--- config.mk ---
export PLATFORM = sky130hd
export DESIGN_NAME = morse_timers
export DESIGN_NICKNAME = d
export VERILOG_FILES = /design/src/rtl/morse_pkg.sv /design/src/rtl/morse_timer.sv /design/src/rtl/morse_timers.sv
export SDC_FILE = /design/constraint.sdc
export NUM_CORES = 1
export LEC_CHECK = 0
export CAP_MARGIN = 20
export CORE_ASPECT_RATIO = 1.75
export CORE_MARGIN = 10
export CORE_UTILIZATION = 54
export DETAILED_ROUTE_END_ITERATION = 12
export MAX_ROUTING_LAYER = met4
export PLACE_DENSITY = 0.79
export SYNTH_ARGS = -nofsm -noshare
export SYNTH_HDL_FRONTEND = slang
export SYNTH_SLANG_ARGS = --single-unit
--- constraint.sdc ---
create_clock -name clk_100MHz -period 1.41 [get_ports clk_100MHz]
set_input_delay 0.3525 -clock clk_100MHz [delete_from_list [all_inputs] [get_ports clk_100MHz]]
set_output_delay 0.3525 -clock clk_100MHz [all_outputs]
set_load 0.01 [all_outputs]
--- src/rtl/morse_pkg.sv ---
// morse_pkg: shared timing constants for the Morse receiver blocks.
// Holds the default tick divider (1 ms at 100 MHz) and the default
// thresholds, in ticks, of the four gap/hold timers. Used by
// morse_timers and morse_rx so that both agree on the timing.
package morse_pkg;

   localparam int TICK_DIV_DEF    = 100000;
   localparam int BTN_TICKS_DEF   = 1000;
   localparam int DASH_TICKS_DEF  = 200;
   localparam int INTER_TICKS_DEF = 300;
   localparam int WORD_TICKS_DEF  = 700;

   // Width of a counter that must be able to hold the value n.
   function automatic int count_width(input int n);
      return (n < 1) ? 1 : $clog2(n + 1);
   endfunction

endpackage

--- src/rtl/morse_timer.sv ---
// morse_timer: one sticky tick-counting timeout.
// Counts tick pulses from 0. When the count reaches THRESH the done flag
// is set, the count freezes and done stays high until res or reset.
// Ports:
//   clk_100MHz  in   system clock
//   reset       in   synchronous active-high reset
//   tick        in   one-cycle pulse per time unit
//   res         in   level; holds this timer cleared (wins over tick)
//   done        out  registered sticky timeout flag
module morse_timer
   import morse_pkg::*;
#(
   parameter int THRESH = DASH_TICKS_DEF
) (
   input  logic clk_100MHz,
   input  logic reset,
   input  logic tick,
   input  logic res,
   output logic done
);

   localparam int CW = count_width(THRESH);

   if (THRESH < 1) begin : g_bad_thresh
      $error("morse_timer: THRESH must be at least 1");
   end

   logic [CW-1:0] count_reg;
   logic          done_reg;

   always_ff @(posedge clk_100MHz) begin
      if (reset || res) begin
         count_reg <= '0;
         done_reg  <= 1'b0;
      end else if (tick && !done_reg) begin
         count_reg <= count_reg + 1'b1;
         // The tick that brings the count to THRESH raises done.
         if (count_reg == CW'(THRESH - 1)) begin
            done_reg <= 1'b1;
         end
      end
   end

   assign done = done_reg;

endmodule

--- src/rtl/morse_timers.sv ---
// morse_timers: shared 1 ms prescaler plus four sticky timeouts
// (button hold, dot/dash, inter-character gap, word gap).
// Ports:
//   clk_100MHz    in   system clock
//   reset         in   synchronous active-high reset
//   btn_to_res    in   level; holds the button-hold timer cleared
//   dash_to_res   in   level; holds the dot/dash timer cleared
//   inter_to_res  in   level; holds the inter-character gap timer cleared
//   word_to_res   in   level; holds the word gap timer cleared
//   btn_to        out  button held too long (sticky)
//   dash_to       out  press long enough to be a dash (sticky)
//   inter_to      out  character gap elapsed (sticky)
//   word_to       out  word gap elapsed (sticky)
module morse_timers
   import morse_pkg::*;
#(
   parameter int TICK_DIV    = TICK_DIV_DEF,
   parameter int BTN_TICKS   = BTN_TICKS_DEF,
   parameter int DASH_TICKS  = DASH_TICKS_DEF,
   parameter int INTER_TICKS = INTER_TICKS_DEF,
   parameter int WORD_TICKS  = WORD_TICKS_DEF
) (
   input  logic clk_100MHz,
   input  logic reset,
   input  logic btn_to_res,
   input  logic dash_to_res,
   input  logic inter_to_res,
   input  logic word_to_res,
   output logic btn_to,
   output logic dash_to,
   output logic inter_to,
   output logic word_to
);

   if (TICK_DIV < 2) begin : g_bad_div
      $error("morse_timers: TICK_DIV must be at least 2");
   end

   localparam int PW = (TICK_DIV < 2) ? 1 : $clog2(TICK_DIV);
   localparam int THRESHES [4] = '{BTN_TICKS, DASH_TICKS, INTER_TICKS, WORD_TICKS};

   logic [PW-1:0] presc_reg;
   logic          tick_reg;
   logic [3:0]    res_bus;
   logic [3:0]    done_bus;

   // Free-running prescaler; tick is registered so it follows the wrap
   // state by one edge and lasts exactly one cycle.
   always_ff @(posedge clk_100MHz) begin
      if (reset) begin
         presc_reg <= '0;
         tick_reg  <= 1'b0;
      end else begin
         tick_reg <= (presc_reg == PW'(TICK_DIV - 1));
         if (presc_reg == PW'(TICK_DIV - 1)) begin
            presc_reg <= '0;
         end else begin
            presc_reg <= presc_reg + 1'b1;
         end
      end
   end

   assign res_bus = {word_to_res, inter_to_res, dash_to_res, btn_to_res};

   for (genvar gi = 0; gi < 4; gi++) begin : g_timer
      morse_timer #(
         .THRESH (THRESHES[gi])
      ) u_timer (
         .clk_100MHz (clk_100MHz),
         .reset      (reset),
         .tick       (tick_reg),
         .res        (res_bus[gi]),
         .done       (done_bus[gi])
      );
   end

   assign btn_to   = done_bus[0];
   assign dash_to  = done_bus[1];
   assign inter_to = done_bus[2];
   assign word_to  = done_bus[3];

endmodule

### Word level (Yosys, flattened, before mapping)

Index checks and enable logic that the tools add are counted.

| word-level totals | value |
|---|---|
| latch bits | 0 |
| memory bits (writable) | 0 |
| output and inout bits | 4 |
| memories | 0 |
| flip-flop bits (word level) | 59 |
| word-level logic and storage cells | 37 |
| ROM bits | 0 |
| bits of input ports | 6 |

| operators by class | value |
|---|---|
| reduce and logical (&&, ||, !) cells | 17 |
| equal/unequal tests | 5 |
| muxes and demuxes | 0 |
| shift-type cells | 0 |
| order comparisons | 0 |
| add/subtract/negate cells | 5 |
| multipliers | 0 |
| div/mod/pow operators | 0 |
| bitwise operators | 0 |

Operators with widths:

| cell | count |
|---|---|
| $add A10 B1 Y10 const B | 2 |
| $eq A10 B10 Y1 const B | 2 |
| $add A17 B1 Y17 const B | 1 |
| $eq A17 B17 Y1 const B | 1 |
| $add A9 B1 Y9 const B | 1 |
| $eq A9 B9 Y1 const B | 1 |
| $add A8 B1 Y8 const B | 1 |
| $eq A8 B8 Y1 const B | 1 |
| $reduce_and A2 Y1 | 4 |
| $logic_and A1 B1 Y1 | 4 |
| $logic_not A1 Y1 | 4 |
| $logic_or A1 B1 Y1 | 4 |
| $reduce_or A2 Y1 | 1 |

### Longest topological paths before layout

Gate-level depths: netlist of run 1.

| logic depth | value |
|---|---|
| word-level depth | 3 |
| depth in mapped cells | 6 |
| depth with buffers taken out | 5 |

### Hierarchy

A second synthesis of run 1 with hierarchy kept.

| second synthesis, totals | value |
|---|---|
| cell total of the unflattened synthesis | 303 |
| area total of the unflattened synthesis | 2842.7 µm² |

Modules (own cells, without submodules):

| module | seq. area each (µm²) | instances | cells each | area each (µm²) |
|---|---|---|---|---|
| morse_timers | 360.3 | 1 | 88 | 862.1 |
| morse_timer (g_timer[0].u_timer) | 220.2 | 1 | 60 | 539.3 |
| morse_timer (g_timer[3].u_timer) | 220.2 | 1 | 57 | 529.3 |
| morse_timer (g_timer[2].u_timer) | 200.2 | 1 | 52 | 476.7 |
| morse_timer (g_timer[1].u_timer) | 180.2 | 1 | 46 | 435.4 |

### Worst setup path after synthesis of run 1

OpenSTA, ideal clock, no wires.

| path | value |
|---|---|
| path type | reg-to-reg |
| start point | reg presc_reg[0] |
| end point | reg presc_reg[15] |
| buffers on the path | 1 |
| cell stages (with the launch flop) | 7 |
| required time | 1.295 ns |
| arrival time | 1.313 ns |
| setup slack | -0.017 ns |
| setup time | 0.115 ns |
| period minus slack after synthesis | 1.427 ns |
| cell sequence | dfxtp_1 ha_1 and4_2 nand4_1 nand2b_1 buf_6 nor2_1 |

| between the ends | value |
|---|---|
| cells in the longest elaborated chain, start to end | 2 |
| elaborated cells on any way between the ends | 3 |
| those cells by class | add/sub: 1; eq/ne: 1; reduce/logical: 1 |

Ends and longest elaborated chain:

| element | line | source |
|---|---|---|
| start: declaration | morse_timers.sv:42 | `logic [PW-1:0] presc_reg;` |
| start signal: assignment | morse_timers.sv:58 | `presc_reg <= presc_reg + 1'b1;` |
| branches (longest 2 deep; another with $add A17 B1 Y17) | -- |  |

Several ways; the timed one is not identified.
A chain may end at the register's enable or synchronous reset.

### Worst setup path in the final report of run 1

| path | value |
|---|---|
| start point | reg presc_reg[0] |
| end point | reg presc_reg[12] |

Same word-level chain as after synthesis.

==> metrics.md, run 1 <==
| Metric | Value |
|---|---|
| Yosys top cell by area | `dfxtp_1` |
| Mapped Cells | `281` |
| Worst Hold End | `g_timer[0].u_timer.done` |
| Routability Congestion | `approximately 0.83` |
| R2R depth | `5` |
| NumNets Final | `327` |
| Synth top area share | `45.9%` |
| CORE AREA | `around 0.0047 mm2` |
| Max Slew Vio Count | `0` |
| Vias | `2077` |
| CTS Buf Count | `9` |
| Antenna cells | `0` |
| Post-synth EDFFs | `0` |
| Routed WL per cell | `13.9 um` |
| Hold Buf Count CTS | `0` |
| Grt ovf | `0` |
| DRC Markers | `0` |
| HP Class | `reg -> reg` |
| Routed Antenna Nets | `0` |
| Register area | `between 0.001 and 0.0015 mm2` |
| Peak supply drop | `707 uV` |
| Register-to-Register Setup Slack | `0.02 ns` |
| Crit path capture type | `register` |
| Switching power | `0.662 mW` |
| Combinational power share | `2.9%` |
| Sequential share of power | `between 50% and 60%` |
| Initial Util | `between 50% and 60%` |
| WS Path Type | `reg -> reg` |
| GRT Util Overall | `13.5%` |
| Final hold violation count | `0` |
| Avg Cell Area, Syn | `approximately 9 um2` |
| Outcome | `finished clean` |
| Worst Hold Depth | `2` |
| Yosys reg bits | `59` |
| Post-synth top flop | `dfxtp_1` |
| CTS H-Tree Depth | `3` |
| Worst slew pin tran | `roughly 0.34 ns` |
| CTS tree | `done` |
| Seq/Total Area, Yosys | `45.9%` |
| CP max FO | `4` |
| Max-cap violation count | `0` |
| Clk_skew | `0.00491 ns` |
| CTS Buffer Depth | `2` |
| 1st-iter DRT viols | `124` |
| Final Core Density | `66.8%` |
| Worst rel slew slack | `77.3%` |
| I/O Buffers | `9` |
| Final min period | `1.39 ns` |
| Clk pwr share | `43.7%` |
| DIE AREA | `0.00803 mm2` |
| Syn nets | `292` |
| Vias in the first global route | `2075` |
| Sw frac | `a little over a fifth` |
| PD cells | `1010 mW/mm2` |
| Unrepaired setup endpoints after global routing | `yes` |
| Cell area after layout | `0.00312 mm2` |
| Synth async-reset ratio | `0%` |
| Arr. time, crit path | `approximately 1.6 ns` |
| # IOs | `10` |
| Clock Pin Slew Worst Setup and Hold Paths | `about 0.06 ns` |
| Clock sinks | `59` |
| Final setup fails | `0` |
| Critical R2R Launch | `presc_reg[0]` |
| Fmax | `0.719 GHz` |
| Top-count cell post-synth | `dfxtp_1` |
| WP data required | `1.64 ns` |
| Number of flip-flops under the largest register name | `37` |
| Final WL | `about 5200 um` |
| Pre-antenna DRT Iters | `4` |
| First-pass GRT wire length | `8590 um` |
| Synth-to-layout area growth | `21.2%` |
| CP Launch Type | `register` |
| Clock Latency Late Sink | `0.33 ns` |
| Synth cell count leaders | `dfxtp_1 (59), nor2_1 (56), xor2_1 (26), xnor2_1 (20), nand4_1 (17)` |
| Yosys cell types | `35` |
| Layout cells sized above 1 | `18.4%` |
| Internal Power | `approximately 2.5 mW` |
| Final HPWL DP | `3510 um` |
| Filler cells | `364` |
| Multi-input gate area in the final layout | `~0.0014 mm2` |
| Root Buffer | `clkbuf_8` |
| Initial antenna violation count | `0` |
| Largest net degree at the start of global routing | `13` |
| Die X-Extent | `72.2 um` |
| Yosys warning total | `0` |
| LEAKAGE | `1.15 nW` |
| Post-DP Area | `0.00283 mm2` |
| Final Cycle Share | `98.7%` |
| Drt via density | `5.58` |
| FP Rows | `33` |
| Synth area leaders | `dfxtp_1 (46%), xor2_1 (8.9%), nor2_1 (8.2%)` |
| Die height | `111 um` |
| Hold Path Origin | `g_timer[0].u_timer.done` |
| Capturing point of the worst reg2reg path | `presc_reg[12]` |
| Mapped Area | `0.00257 mm2` |
==> worst max path at each step <==
stage,from,to,cells past startpoint
2_1_floorplan,presc_reg[0],presc_reg[15],6
3_3_place_gp,reset,g_timer[0].u_timer.count_reg[5],3
3_5_place_dp,reset,g_timer[0].u_timer.count_reg[5],3
4_1_cts,presc_reg[0],presc_reg[12],5
5_1_grt,presc_reg[6],presc_reg[5],5
6_report,presc_reg[0],presc_reg[12],5
==> routing by layer <==
metal / track usage [%] / part of all wire [%] / vias to the layer above / wire, um
li1: - / - / 1040 / -
met2: 22.9 / 54 / 39 / 2780
met3: 4.75 / 3.9 / 10 / 202
met5: - / 0 / - / 0
met4: 7.78 / 2.4 / 0 / 124
met1: 12.5 / 40 / 988 / 2070
==> power by group through the flow <==
| stage | logic (mW) | registers, mW | clock network (mW) |
|---|---|---|---|
| floorplan | 0.0396 | 1.72 | 0 |
| global route | 0.103 | 1.68 | 1.50 |
| CTS | 0.0887 | 1.68 | 1.42 |
| detailed placement | 0.0842 | 1.72 | 0 |
| global placement | 0.0826 | 1.72 | 0 |
| finish | 0.0906 | 1.68 | 1.37 |
==> repair_timing <==
item | in CTS | in global routing
setup buffers | 2 | 2
setup endpoints to repair | 9 | 19
resized for setup | 8 | 14
pin swaps | 1 | 2
==> critical path, stage by stage, from the launching register on <==
cell     delay, ns
dfxtp_2       0.35
ha_4          0.17
nand4_4       0.16
nor4_1        0.38
xnor2_1       0.17
nor2_1        0.06
==> placed cells by master (no fill, tap or decap), types with 3 or more instances in the layout <==
cell type / count
dfxtp_2: 6
and4b_1: 4
xnor2_1: 20
nand2_1: 15
dlygate4sd2_1: 3
inv_1: 4
buf_4: 22
xor2_1: 26
a41oi_1: 3
or2_2: 4
dfxtp_1: 53
nor3_1: 7
nor2b_1: 4
mux2i_1: 4
nor2_1: 56
clkbuf_8: 12
nor4_2: 3
clkdlybuf4s50_1: 5
and3_1: 3
nand3_1: 9
nand4_1: 17
ha_1: 4
a21oi_1: 3
==> kinds of logic after synthesis <==
group | synth area share, %
flip-flops | 45.9
multiplexers | 1.56
adder cells (fa/ha/maj) | 2.43
AO/OA/AOI/OAI | 2.00
XOR/XNOR | 15.7
AND/OR/NAND/NOR | 30.5
buffers and inverters | 1.95
==> area by class of cell <==
type / count / share of cell area, %
sequential: 59 / 38.2
clock buffer: 13 / 5.42
tap: 52 / 2.09
inverter: 4 / 0.482
clock inverter: 2 / 0.321
multi-input combinational: 211 / 45.5
timing repair buffer: 31 / 8.07
==> metrics by stage <==
stage / cells / TNS, ns / hold WS, ns / total power [mW] / setup WS [ns]
after floorplan: 281 / 0 / 0.425 / 1.76 / 0.000237
after global placement: 353 / -3.24 / 0.496 / 1.80 / -0.0968
after detailed placement: 353 / -4.56 / 0.499 / 1.80 / -0.120
after CTS: 370 / -0.0737 / 0.521 / 3.19 / -0.0372
after global routing: 372 / -0.716 / 0.552 / 3.29 / -0.0631
final: 372 / 0 / 0.516 / 3.15 / 0.0187
No activity file was read; power rests on OpenSTA's default activity.
==> run 2: changes to the inputs <==
Settings changed: HOLD_SLACK_MARGIN set to 0.02.
==> results of run 2 <==
The final DEF is identical to that of run 1; final timing and power are the same.
==> run 3: changes to the inputs <==
Settings changed: CORE_UTILIZATION 54 to 40, PLACE_DENSITY 0.79 to 0.62.
==> run 3 against run 2 <==
Critical path type unchanged; routed wire length down 3.6%; the run now ends with negative setup slack left; highest routed layer unchanged; clock power grew 9%; critical path depth unchanged; combinational power fell by 5.3%; clock-buffer cell count is 2 lower; largest power group unchanged; sequential share of layout area fell by 1.1 points.
==> metrics.md, run 3 (synthesized netlist as in run 1, its figures left out) <==
| Metric | Value |
|---|---|
| Clock Latency Late Sink | `0.33 ns (about the same)` |
| Fmax | `0.690 GHz (-4.1%)` |
| Crit path launch | `presc_reg[0]` |
| Drt via density | `5.05 (-9.6%)` |
| FP Rows | `38 (+15%)` |
| CTS Buffer Depth | `2 (unchanged)` |
| Unrepaired setup endpoints after global routing | `yes` |
| Worst rel slew slack | `72.8% (-4.5 points)` |
| CP Buf/Inv Count | `0 (unchanged)` |
| Synth-to-layout area growth | `25.0%` |
| Peak supply drop | `485 uV (-31%)` |
| Delay-heaviest family, CP | `simple AND/OR/NAND/NOR gates` |
| Placed insts | `384 (+8.8%)` |
| CTS tree | `done` |
| Cell area after layout | `0.00321 mm2 (+3.2%)` |
| Die X-Extent | `80.6 um (+12%)` |
| Vias | `2035 (-2.0%)` |
| Crit path capture type | `register` |
| Final HPWL DP | `3520 um (+0.17%)` |
| GRT Util Overall | `10.7% (-2.8 points)` |
| Setup slack after placement | `-0.147 ns (-0.0266 ns)` |
| Vias in the first global route | `2048 (-1.3%)` |
| DRC Markers | `0 (unchanged)` |
| HP Class | `reg -> reg` |
| Final Cycle Share | `103% (+4.2 points)` |
| CP Launch Type | `register` |
| Clk pwr share | `45.8% (+2.1 points)` |
| First-pass GRT wire length | `8650 um (+0.72%)` |
| NumNets Final | `329 (+0.61%)` |
| Sw frac | `21.3% (+0.26 points)` |
| Layout cells sized above 1 | `19.8% (+1.4 points)` |
| Worst Hold Depth | `2 (unchanged)` |
| Initial antenna violation count | `0 (unchanged)` |
| Max Slew Vio Count | `0 (unchanged)` |
| Worst slew pin tran | `0.405 ns (+0.0683 ns)` |
| Routed WL per cell | `12.4 um (-11%)` |
| Max stage delay on crit path | `0.44 ns (+0.06 ns)` |
| Number of flip-flops under the largest register name | `37 (unchanged)` |
| Internal Power | `2.57 mW (+3.5%)` |
| Filler cells | `572 (+57%)` |
| DIE AREA | `0.0102 mm2 (+27%)` |
| WHS | `0.510 ns (-0.00537 ns)` |
| Register-to-Register Setup Slack | `-0.04 ns (-0.06 ns)` |
| Crit-path cells | `ha_4, nand4_4, nor4_1, xnor2_1, nor2_2` |
| Die height | `126 um (+13%)` |
| CP max stage cell | `nor4_1` |
| LEAKAGE | `1.17 nW (+2.0%)` |
| # IOs | `10 (unchanged)` |
| Initial Util | `41.3% (-14 points)` |
| Max-cap violation count | `0 (unchanged)` |
| Sequential share of power | `51.5% (-2.0 points)` |
| Largest net degree at the start of global routing | `16 (+3)` |
| CTS Buf Count | `9 (unchanged)` |
| Switching power | `0.695 mW (+5.1%)` |
| Most frequent cells in the layout | `nor2_1 (56), dfxtp_1 (52), xor2_1 (26), buf_4 (22), xnor2_1 (20)` |
| I/O Buffers | `9 (unchanged)` |
| Pre-antenna DRT Iters | `4 (unchanged)` |
| Combinational power share | `2.6% (-0.3 points)` |
| Clock sinks | `59 (unchanged)` |
| Power, Total | `3.27 mW (+3.8%)` |
| Final Core Density | `51.6% (-15 points)` |
| CTS H-Tree Depth | `3 (unchanged)` |
| WP data required | `1.63 ns (about the same)` |
| Final TNS setup | `-0.0400 ns (-0.0400 ns)` |
| Capturing point of the worst reg2reg path | `presc_reg[16]` |
| CP max FO | `4 (unchanged)` |
| Final WL | `4990 um (-3.6%)` |
| Post-DP Area | `0.00290 mm2 (+2.5%)` |
| Clock Pin Slew Worst Setup and Hold Paths | `0.07 ns (about the same)` |
| 1st-iter DRT viols | `82 (-34%)` |
| Root Buffer | `clkbuf_8` |
| WS Path Type | `reg -> reg` |
| CORE AREA | `0.00623 mm2 (+33%)` |
| PD cells | `1020 mW/mm2 (+0.62%)` |
| Final WS setup | `-0.0400 ns (-0.0587 ns)` |
| Final hold violation count | `0 (unchanged)` |
| Critical Path Stages | `5 (unchanged)` |
| R2R depth | `5 (unchanged)` |
| Outcome | `finished, violations left` |
| Final setup fails | `1 (+1)` |
| Most common cell after layout, fill and taps aside | `nor2_1` |
| Arr. time, crit path | `1.67 ns (+0.05 ns)` |
| Routability Congestion | `0.827 (-0.85%)` |
| Final min period | `1.45 ns (+0.0587 ns)` |
| Antenna cells | `0 (unchanged)` |
| Routed Antenna Nets | `0 (unchanged)` |
| Clk_skew | `0.0136 ns (+0.00874 ns)` |
| Layout Cells excl Fill | `403 (+8.3%)` |
| Critical R2R Launch | `presc_reg[0]` |
| Failing checks | `negative setup slack` |
| Grt ovf | `0 (unchanged)` |
| Critical path endpoint | `presc_reg[16]` |
## run 3: cell type report
class | instances | area, um2 | area share [%]
Clock inverter | 5 | 52.6 | 1.63
Multi-Input combinational cell | 211 | 1430 | 44.5
Sequential cell | 59 | 1190 | 37.1
Tap cell | 80 | 100 | 3.11
Timing Repair Buffer | 33 | 282 | 8.76
Clock buffer | 11 | 141 | 4.40
Inverter | 4 | 15.0 | 0.467
## run 3: worst min-delay path by stage
| stage | from | endpoint | slack, ns |
|---|---|---|---|
| finish | g_timer[0].u_timer.done | g_timer[0].u_timer.done | 0.51 |
| floorplan | reset | presc_reg[2] | 0.42 |
| detailed placement | g_timer[0].u_timer.count_reg[9] | g_timer[0].u_timer.count_reg[9] | 0.50 |
| CTS | g_timer[3].u_timer.count_reg[9] | g_timer[3].u_timer.count_reg[9] | 0.52 |
| global route | g_timer[1].u_timer.count_reg[1] | g_timer[1].u_timer.count_reg[1] | 0.55 |
| global placement | g_timer[3].u_timer.count_reg[9] | g_timer[3].u_timer.count_reg[9] | 0.49 |
## run 3: power groups by stage
stage	Clock (mW)	Sequential, mW	Combinational, mW
final	1.50	1.68	0.0858
after global routing	1.64	1.68	0.0964
after CTS	1.55	1.68	0.0839
after detailed placement	0	1.72	0.0831
after global placement	0	1.72	0.0828
after floorplan	0	1.72	0.0396
## run 3: worst reg2reg max path: stages, from the launching register on
cell     delay [ns]
dfxtp_4        0.37
ha_4           0.16
nand4_4        0.14
nor4_1         0.44
xnor2_1        0.19
nor2_2         0.04
## run 3: repair_timing
| item | 4_1_cts | 5_1_grt |
|---|---|---|
| resized for setup | 9 | 17 |
| hold buffers | 0 | 0 |
| endpoints found under the hold margin | 0 | 0 |
| pin swaps | 0 | 5 |
| setup endpoints to repair | 10 | 17 |
| buffers inserted | 0 | 3 |
## run 3: routing by layer
layer / track usage [%] / part of all wire, % / up-vias / routed length (um)
li1: - / - / 1045 / -
met4: 4.90 / 1.4 / 0 / 71
met2: 18.3 / 55 / 24 / 2740
met3: 3.49 / 3.4 / 5 / 170
met1: 10.6 / 40 / 961 / 2010
met5: - / 0 / - / 0
